## src/rtl/alu_exec_stage_p.sv

```systemverilog
// Width-generic execute stage: operand forwarding, single-cycle ALU, iterative
// shift-add multiplier with stall, committed flag register and registered jump resolver.
module alu_exec_stage_p #(
  parameter int WIDTH  = 16,
  parameter int REG_AW = 3,
  parameter int MUL_EN = 1
) (
  input  logic              clk,
  input  logic              rst_n,
  input  logic              in_valid,
  input  logic [3:0]        op,
  input  logic [WIDTH-1:0]  src_a,
  input  logic [WIDTH-1:0]  src_b,
  input  logic [REG_AW-1:0] src_a_addr,
  input  logic [REG_AW-1:0] src_b_addr,
  input  logic [WIDTH-1:0]  imm,
  input  logic              alu_src,
  input  logic [REG_AW-1:0] dst_addr,
  input  logic              wb_en,
  input  logic [1:0]        jump_type,
  input  logic              flag_restore,
  input  logic [2:0]        flag_restore_data,
  input  logic              mem_fwd_en,
  input  logic [REG_AW-1:0] mem_fwd_addr,
  input  logic [WIDTH-1:0]  mem_fwd_data,
  input  logic              wb_fwd_en,
  input  logic [REG_AW-1:0] wb_fwd_addr,
  input  logic [WIDTH-1:0]  wb_fwd_data,
  output logic              busy,
  output logic              out_valid,
  output logic [WIDTH-1:0]  result,
  output logic [WIDTH-1:0]  result_hi,
  output logic [WIDTH-1:0]  result_d1,
  output logic [REG_AW-1:0] out_dst,
  output logic              out_wb_en,
  output logic [WIDTH-1:0]  store_data,
  output logic [2:0]        flags,
  output logic              jump_taken
);

  localparam int CW = (WIDTH > 1) ? $clog2(WIDTH) : 1;
  localparam logic [WIDTH:0] ONE_X = {{WIDTH{1'b0}}, 1'b1};

  typedef enum logic [1:0] {IDLE = 2'd0, MUL_RUN = 2'd1, MUL_DONE = 2'd2} state_e;

  state_e                state_q, state_d;
  logic [CW-1:0]         cnt_q, cnt_d;
  logic [WIDTH-1:0]      mcand_q, mcand_d;
  logic [2*WIDTH-1:0]    prod_q, prod_d;
  logic [REG_AW-1:0]     mul_dst_q, mul_dst_d;
  logic                  mul_wb_q, mul_wb_d;
  logic [2:0]            flags_q, flags_d;
  logic [WIDTH-1:0]      result_q, result_d, result_hi_q, result_hi_d, result_d1_q, result_d1_d;
  logic [WIDTH-1:0]      store_data_q, store_data_d;
  logic [REG_AW-1:0]     out_dst_q, out_dst_d;
  logic                  out_wb_en_q, out_wb_en_d, out_valid_q, out_valid_d, jump_taken_q;

  logic [WIDTH-1:0]      a_op_s, b_fwd_s, b_op_s, alu_res_s;
  logic [WIDTH:0]        sum_s, step_s;
  logic [2*WIDTH-1:0]    shl_s, shr_s;
  logic                  alu_c_s, upd_c_s, upd_zn_s, ld_res_s, jsel_s, jump_taken_s;
  logic                  accept_s, is_mul_s, start_mul_s;

  function automatic logic [WIDTH-1:0] fwd_sel(
    input logic [REG_AW-1:0] addr, input logic [WIDTH-1:0] rf_val,
    input logic m_en, input logic [REG_AW-1:0] m_addr, input logic [WIDTH-1:0] m_data,
    input logic w_en, input logic [REG_AW-1:0] w_addr, input logic [WIDTH-1:0] w_data);
    logic [WIDTH-1:0] v;
    if (m_en && (m_addr == addr))      v = m_data;
    else if (w_en && (w_addr == addr)) v = w_data;
    else                               v = rf_val;
    return v;
  endfunction

  // Operand forwarding and acceptance decode
  always_comb begin
    a_op_s      = fwd_sel(src_a_addr, src_a, mem_fwd_en, mem_fwd_addr, mem_fwd_data,
                          wb_fwd_en, wb_fwd_addr, wb_fwd_data);
    b_fwd_s     = fwd_sel(src_b_addr, src_b, mem_fwd_en, mem_fwd_addr, mem_fwd_data,
                          wb_fwd_en, wb_fwd_addr, wb_fwd_data);
    b_op_s      = alu_src ? imm : b_fwd_s;
    accept_s    = in_valid && (state_q == IDLE);
    is_mul_s    = (op == 4'd11) && (MUL_EN != 0);
    start_mul_s = accept_s && is_mul_s;
    busy        = start_mul_s || (state_q == MUL_RUN);
  end

  // Single-cycle ALU; shifts use a double-width view so the carry is the last bit out
  always_comb begin
    alu_res_s = '0;
    alu_c_s   = flags_q[2];
    upd_c_s   = 1'b0;
    upd_zn_s  = 1'b0;
    ld_res_s  = 1'b0;
    sum_s     = '0;
    shl_s     = {{WIDTH{1'b0}}, a_op_s} << b_op_s[3:0];
    shr_s     = {a_op_s, {WIDTH{1'b0}}} >> b_op_s[3:0];
    case (op)
      4'd1:  begin alu_res_s = a_op_s; ld_res_s = 1'b1; end
      4'd2:  begin sum_s = {1'b0, a_op_s} + {1'b0, b_op_s}; alu_res_s = sum_s[WIDTH-1:0];
                   alu_c_s = sum_s[WIDTH]; upd_c_s = 1'b1; upd_zn_s = 1'b1; ld_res_s = 1'b1; end
      4'd3:  begin sum_s = {1'b0, a_op_s} - {1'b0, b_op_s}; alu_res_s = sum_s[WIDTH-1:0];
                   alu_c_s = sum_s[WIDTH]; upd_c_s = 1'b1; upd_zn_s = 1'b1; ld_res_s = 1'b1; end
      4'd4:  begin alu_res_s = a_op_s & b_op_s; upd_zn_s = 1'b1; ld_res_s = 1'b1; end
      4'd5:  begin alu_res_s = a_op_s | b_op_s; upd_zn_s = 1'b1; ld_res_s = 1'b1; end
      4'd6:  begin alu_res_s = ~a_op_s; upd_zn_s = 1'b1; ld_res_s = 1'b1; end
      4'd7:  begin sum_s = {1'b0, a_op_s} + ONE_X; alu_res_s = sum_s[WIDTH-1:0];
                   alu_c_s = sum_s[WIDTH]; upd_c_s = 1'b1; upd_zn_s = 1'b1; ld_res_s = 1'b1; end
      4'd8:  begin sum_s = {1'b0, a_op_s} - ONE_X; alu_res_s = sum_s[WIDTH-1:0];
                   alu_c_s = sum_s[WIDTH]; upd_c_s = 1'b1; upd_zn_s = 1'b1; ld_res_s = 1'b1; end
      4'd9:  begin alu_res_s = shl_s[WIDTH-1:0]; upd_c_s = (b_op_s[3:0] != 4'd0);
                   alu_c_s = shl_s[WIDTH]; upd_zn_s = 1'b1; ld_res_s = 1'b1; end
      4'd10: begin alu_res_s = shr_s[2*WIDTH-1:WIDTH]; upd_c_s = (b_op_s[3:0] != 4'd0);
                   alu_c_s = shr_s[WIDTH-1]; upd_zn_s = 1'b1; ld_res_s = 1'b1; end
      4'd12: begin alu_res_s = b_op_s; ld_res_s = 1'b1; end
      default: begin alu_res_s = '0; ld_res_s = 1'b0; end
    endcase
  end

  // Multiplier FSM: one shift-add step per MUL_RUN cycle, LSB of prod_q is the current multiplier bit
  always_comb begin
    state_d   = state_q;
    cnt_d     = cnt_q;
    mcand_d   = mcand_q;
    prod_d    = prod_q;
    mul_dst_d = mul_dst_q;
    mul_wb_d  = mul_wb_q;
    step_s    = {1'b0, prod_q[2*WIDTH-1:WIDTH]} + (prod_q[0] ? {1'b0, mcand_q} : {(WIDTH+1){1'b0}});
    case (state_q)
      IDLE: begin
        if (start_mul_s) begin
          state_d   = MUL_RUN;
          cnt_d     = CW'(WIDTH - 1);
          mcand_d   = a_op_s;
          prod_d    = {{WIDTH{1'b0}}, b_op_s};
          mul_dst_d = dst_addr;
          mul_wb_d  = wb_en;
        end else begin
          state_d = IDLE;
        end
      end
      MUL_RUN: begin
        prod_d = {step_s, prod_q[WIDTH-1:1]};
        cnt_d  = cnt_q - CW'(1);
        if (cnt_q == '0) state_d = MUL_DONE;
        else             state_d = MUL_RUN;
      end
      MUL_DONE: state_d = IDLE;
      default:  state_d = IDLE;
    endcase
  end

  // Flag commit: ALU update, then jump clear of the tested bit, then restore overrides all
  always_comb begin
    flags_d = flags_q;
    case (jump_type)
      2'd1:    jsel_s = flags_q[1];
      2'd2:    jsel_s = flags_q[0];
      2'd3:    jsel_s = flags_q[2];
      default: jsel_s = 1'b0;
    endcase
    jump_taken_s = accept_s && jsel_s;
    if (state_q == MUL_DONE) begin
      flags_d = {|prod_q[2*WIDTH-1:WIDTH], (prod_q[WIDTH-1:0] == '0), prod_q[WIDTH-1]};
    end else if (accept_s) begin
      if (!is_mul_s && upd_c_s)  flags_d[2] = alu_c_s;
      else                       flags_d[2] = flags_q[2];
      if (!is_mul_s && upd_zn_s) flags_d[1:0] = {(alu_res_s == '0), alu_res_s[WIDTH-1]};
      else                       flags_d[1:0] = flags_q[1:0];
      if (jump_taken_s) begin
        case (jump_type)
          2'd1:    flags_d[1] = 1'b0;
          2'd2:    flags_d[0] = 1'b0;
          2'd3:    flags_d[2] = 1'b0;
          default: flags_d = flags_d;
        endcase
      end else begin
        flags_d = flags_d;
      end
      if (flag_restore) flags_d = flag_restore_data;
      else              flags_d = flags_d;
    end else begin
      flags_d = flags_q;
    end
  end

  // Result and destination registers' next values
  always_comb begin
    result_d     = result_q;
    result_hi_d  = result_hi_q;
    result_d1_d  = result_d1_q;
    store_data_d = store_data_q;
    out_dst_d    = out_dst_q;
    out_wb_en_d  = 1'b0;
    out_valid_d  = 1'b0;
    if (state_q == MUL_DONE) begin
      out_valid_d = 1'b1;
      result_d    = prod_q[WIDTH-1:0];
      result_hi_d = prod_q[2*WIDTH-1:WIDTH];
      result_d1_d = result_q;
      out_dst_d   = mul_dst_q;
      out_wb_en_d = mul_wb_q;
    end else if (accept_s) begin
      store_data_d = b_fwd_s;
      if (!is_mul_s) begin
        out_valid_d = 1'b1;
        out_dst_d   = dst_addr;
        out_wb_en_d = wb_en;
        if (ld_res_s) begin
          result_d    = alu_res_s;
          result_hi_d = '0;
          result_d1_d = result_q;
        end else begin
          result_d = result_q;
        end
      end else begin
        out_valid_d = 1'b0;
      end
    end else begin
      out_valid_d = 1'b0;
    end
  end

  // State registers
  always_ff @(posedge clk or negedge rst_n) begin
    if (!rst_n) begin
      state_q      <= IDLE;
      cnt_q        <= '0;
      mcand_q      <= '0;
      prod_q       <= '0;
      mul_dst_q    <= '0;
      mul_wb_q     <= 1'b0;
      flags_q      <= 3'b000;
      result_q     <= '0;
      result_hi_q  <= '0;
      result_d1_q  <= '0;
      store_data_q <= '0;
      out_dst_q    <= '0;
      out_wb_en_q  <= 1'b0;
      out_valid_q  <= 1'b0;
      jump_taken_q <= 1'b0;
    end else begin
      state_q      <= state_d;
      cnt_q        <= cnt_d;
      mcand_q      <= mcand_d;
      prod_q       <= prod_d;
      mul_dst_q    <= mul_dst_d;
      mul_wb_q     <= mul_wb_d;
      flags_q      <= flags_d;
      result_q     <= result_d;
      result_hi_q  <= result_hi_d;
      result_d1_q  <= result_d1_d;
      store_data_q <= store_data_d;
      out_dst_q    <= out_dst_d;
      out_wb_en_q  <= out_wb_en_d;
      out_valid_q  <= out_valid_d;
      jump_taken_q <= jump_taken_s;
    end
  end

  assign out_valid  = out_valid_q;
  assign result     = result_q;
  assign result_hi  = result_hi_q;
  assign result_d1  = result_d1_q;
  assign out_dst    = out_dst_q;
  assign out_wb_en  = out_wb_en_q;
  assign store_data = store_data_q;
  assign flags      = flags_q;
  assign jump_taken = jump_taken_q;

endmodule

```

## config.mk

```make
export PLATFORM = sky130hd
export DESIGN_NAME = alu_exec_stage_p
export DESIGN_NICKNAME = d
export VERILOG_FILES = /design/src/rtl/alu_exec_stage_p.sv
export SDC_FILE = /design/constraint.sdc
export NUM_CORES = 1
export LEC_CHECK = 0
export ABC_AREA = 1
export BUFFER_PORTS_ARGS = -buffer_cell sky130_fd_sc_hd__clkbuf_2
export CAP_MARGIN = 20
export CORE_MARGIN = 4
export CORE_UTILIZATION = 40
export CTS_CLUSTER_DIAMETER = 200
export DETAILED_ROUTE_END_ITERATION = 6
export GPL_TIMING_DRIVEN = 0
export SYNTH_ARGS = -nofsm -noshare
export SYNTH_HDL_FRONTEND = slang
export SYNTH_SLANG_ARGS = --single-unit
```

## constraint.sdc

```tcl
create_clock -name clk -period 3.2 [get_ports clk]
set_input_delay 0.64 -clock clk [delete_from_list [all_inputs] [get_ports clk]]
set_output_delay 0.64 -clock clk [all_outputs]
set_load 0.05 [all_outputs]
```

==> metrics.md <==
| Metric | Value |
|---|---|
| Status | `complete, but fails checks` |
| Failing checks | `negative setup slack` |
| Port buffer count | `around 190` |
| DR pass1 iterations | `6` |
| Dominant synthesized flop cell | `dfrtp_1` |
| Reg clk slew, reported paths | `~0.060 ns` |
| H-tree depth | `4` |
| R2r setup slk | `0.01 ns` |
| Drt via density | `about 5.7` |
| Post-route insts no fill | `around 2,800` |
| Sw power | `around 5.5 mW` |
| Clock share of power | `0.203` |
| Share of layout cells above drive strength 1 | `0.301` |
| Final Hold Vio Count | `0` |
| Final setup TNS | `-7.41 ns` |
| GR Overflow Total | `0` |
| Hold buffers post-CTS | `0` |
| Peak Freq | `approximately 0.25 GHz` |
| Row cnt | `65` |
| Critical path buffer and inverter count | `4` |
| Cell with the most instances after synthesis | `nand2_1` |
| Total CTS buffers | `17` |
| Met3 usage | `0.0486` |
| Die X | `roughly 190 um` |
| Final period util | `1.26` |
| Mean post-synth cell area | `roughly 6.3 sq um` |
| Mapped Cells | `approximately 2,000` |
| Nets | `roughly 2,500` |
| Max Cap Viol | `0` |
| Post-synth top area cell | `dfrtp_1` |
| Pre-CTS setup slack | `-1.97 ns` |
| DR WL/cell | `roughly 21 um` |
| Number of fillers in the final layout | `between 3,000 and 4,000` |
| Die Span Y | `about 190 um` |
| Vias in the first global route | `between 10,000 and 15,000` |
| Yosys reg bits | `131` |
| Worst path most repeated cell | `nand2_1` |
| HPWL Detailed | `~45,000 um` |
| Vias | `15,741` |
| Ys async rst share | `1.00` |
| Sequential share of power | `0.244` |
| Slew Limit Fails | `0` |
| Core Region | `about 0.032 sq mm` |
| Post-route ant nets | `0` |
| Ys Warns | `0` |
| Dpl cell area | `0.0146 sq mm` |
| CTS max path bufs | `2` |
| Most area-consuming cells after synthesis | `dfrtp_1, nand2_1, nand3_1` |
| Layout Cell Area excl Fill | `between 0.015 and 0.02 sq mm` |
| Met2 Use GR | `0.517` |
| Met1 usage | `0.433` |
| EDFF count, synth | `0` |
| Placed cell count | `between 2,000 and 3,000` |
| TritonCTS sink count | `about 130` |
| Net Sw Frac | `0.498` |
| Clock root cell | `clkbuf_16` |
| Setup CP Type | `in -> reg` |
| Worst slew pin tran | `between 0.9 and 1 ns` |
| P&R area growth vs syn | `34.6%` |
| Mapped Area | `approximately 0.013 sq mm` |
| Yosys top cell area share | `0.254` |
| Effective utilization at floorplan | `0.407` |
| Clk Latency, worst-skew pair | `roughly 0.43 ns` |
| Pint | `roughly 5.5 mW` |
| Slowest cell delay on critical path | `0.39 ns` |
| First-pass GRT wire length | `around 87,000 um` |
| Synth Net Count | `2,236` |
| Crit-path max FO | `5` |
| Pin count of the biggest net entering global routing | `100` |
| Final wirelength | `58,500 um` |
| Delay-heaviest family, CP | `simple AND/OR/NAND/NOR gates` |
| GPL Wtd Cong | `1.03` |
| VDD IR max | `approximately 0.44 mV` |
| CP arrival | `approximately 4.4 ns` |
| Worst EP required | `about 3.5 ns` |
| Critical path's slowest cell | `fa_2` |
| Gate power share | `0.554` |
| Crit path capture type | `flip-flop` |
| Leak Pwr | `8.74 nW` |
| Hold Path Class | `in -> async` |
| RSZ-0062 raised after global routing | `yes` |
| Register area share after synthesis | `0.254` |
| Final setup vio count | `17` |
| Yosys cell types | `53` |
| Clk_skew | `roughly 0.013 ns` |
| Most Crowded Layer GR | `met2` |
| CTS tree | `done` |
| Die area | `0.0352 sq mm` |
| DR iter-0 viols | `around 1,700` |
| Post-synth top cells | `nand2_1, nand3_1, inv_1` |
| Drt drc | `0` |
| Minimum clock period | `a little over 4 ns` |
| Gr usage total | `0.315` |
| PwrDens | `around 630 mW/mm^2` |
| Startpoint types | `input pin` |
| IO Pins | `roughly 190` |
| Initial antenna violation count | `1` |
| Post-route setup slack | `-0.832 ns` |
| Rel. slew slack | `0.381` |
==> worst paths after layout <==
| check | startpoint | endpoint | depth (start not counted) |
|---|---|---|---|
| hold reg to reg | mul_dst_q[0] | mul_dst_q[0] | 2 |
| min in group clk | dst_addr[0] | mul_dst_q[0] | 3 |
| setup / recovery | src_b_addr[2] | flags[2] | 29 |
| max in group asynchronous | rst_n | prod_q[0] | 2 |
| setup reg to reg | state_q[1] | result[9] | 9 |
| hold / removal | rst_n | result_hi[7] | 1 |
==> worst reg2reg max path: stages, from the launching register on <==
cell	delay (ns)
dfrtp_1	0.35
inv_1	0.07
nor2_1	0.48
clkinvlp_4	0.49
nand4_1	0.35
nand2_1	0.31
inv_1	0.30
clkbuf_1	0.42
o211ai_1	0.22
o21ai_1	0.13
==> routing by layer <==
| layer | part of all wire | vias up | wire [um] |
|---|---|---|---|
| met1 | 0.43 | 7469 | 25200 |
| met4 | 0.031 | 0 | 1800 |
| li1 | - | 7433 | - |
| met3 | 0.074 | 119 | 4300 |
| met5 | 0 | - | 0 |
| met2 | 0.46 | 720 | 27100 |
==> repair_timing <==
| action | 4_1_cts | 5_1_grt |
|---|---|---|
| buffers inserted | 54 | 57 |
| pin swaps | 64 | 121 |
| endpoints found under the setup margin | 25 | 57 |
| cloned | 2 | 0 |
| gates resized for setup | 163 | 197 |
==> logic make-up after synthesis <==
logic type	Yosys count	share of synthesized area
AND/OR/NAND/NOR	1160	0.405
AO/OA/AOI/OAI	368	0.164
buffers and inverters	326	0.107
flip-flops	131	0.254
adder cells (fa/ha/maj)	66	0.0651
XOR/XNOR	7	0.00475
==> flip-flops by register name, summed over array words and instances (netlist names), 4 cells and up <==
signal and count:
mcand_q 16, result_d1 16, store_data 16, result_hi 16
cnt_q 4, result 16, prod_q 32
==> final cells by class <==
class,instances,area [sq um],share of cell area
antenna,1,2.50,0.000144
buffer,73,573,0.0330
clock buffer,17,425,0.0245
clock inverter,14,225,0.0130
inverter,245,1010,0.0581
multi-input combinational,1602,9440,0.543
sequential,131,3280,0.189
tap,402,503,0.0289
timing repair buffer,297,1920,0.111
==> power groups by stage <==
stage          sequential (mW)  combinational [mW]  clock (mW)
2_1_floorplan             3.73                2.59           0
3_3_place_gp              2.66                5.19           0
3_5_place_dp              2.67                5.24           0
4_1_cts                   2.65                5.56        2.25
5_1_grt                   2.75                6.54        2.33
6_report                  2.68                6.09        2.23
==> through the flow <==
step,total power [mW],hold WS [ns],utilization
CTS,10.5,0.112,0.514
global placement,7.85,0.453,0.460
finish,11.0,0.116,0.548
detailed placement,7.91,0.459,0.461
floorplan,6.31,0.344,-
global route,11.6,0.129,0.548
==> cells in the final DEF, fill, tap and decap left out, drive strengths merged, types with 3 or more instances in the layout <==
master / n
nand2: 629
nand3: 251
inv: 244
clkbuf: 229
nor2: 204
o21ai: 190
buf: 158
dfrtp: 131
a21oi: 77
ha: 64
nand4: 24
o22ai: 23
a31oi: 20
nor3: 20
o221ai: 17
o211ai: 14
or2: 13
nor4: 11
xor2: 7
nand3b: 7
clkinvlp: 6
bufinv: 5
o21bai: 4
clkinv: 4
a21o: 3
o32ai: 3
o21a: 3
a211oi: 3
o2111ai: 3
Power figures use the tool's default switching activity.
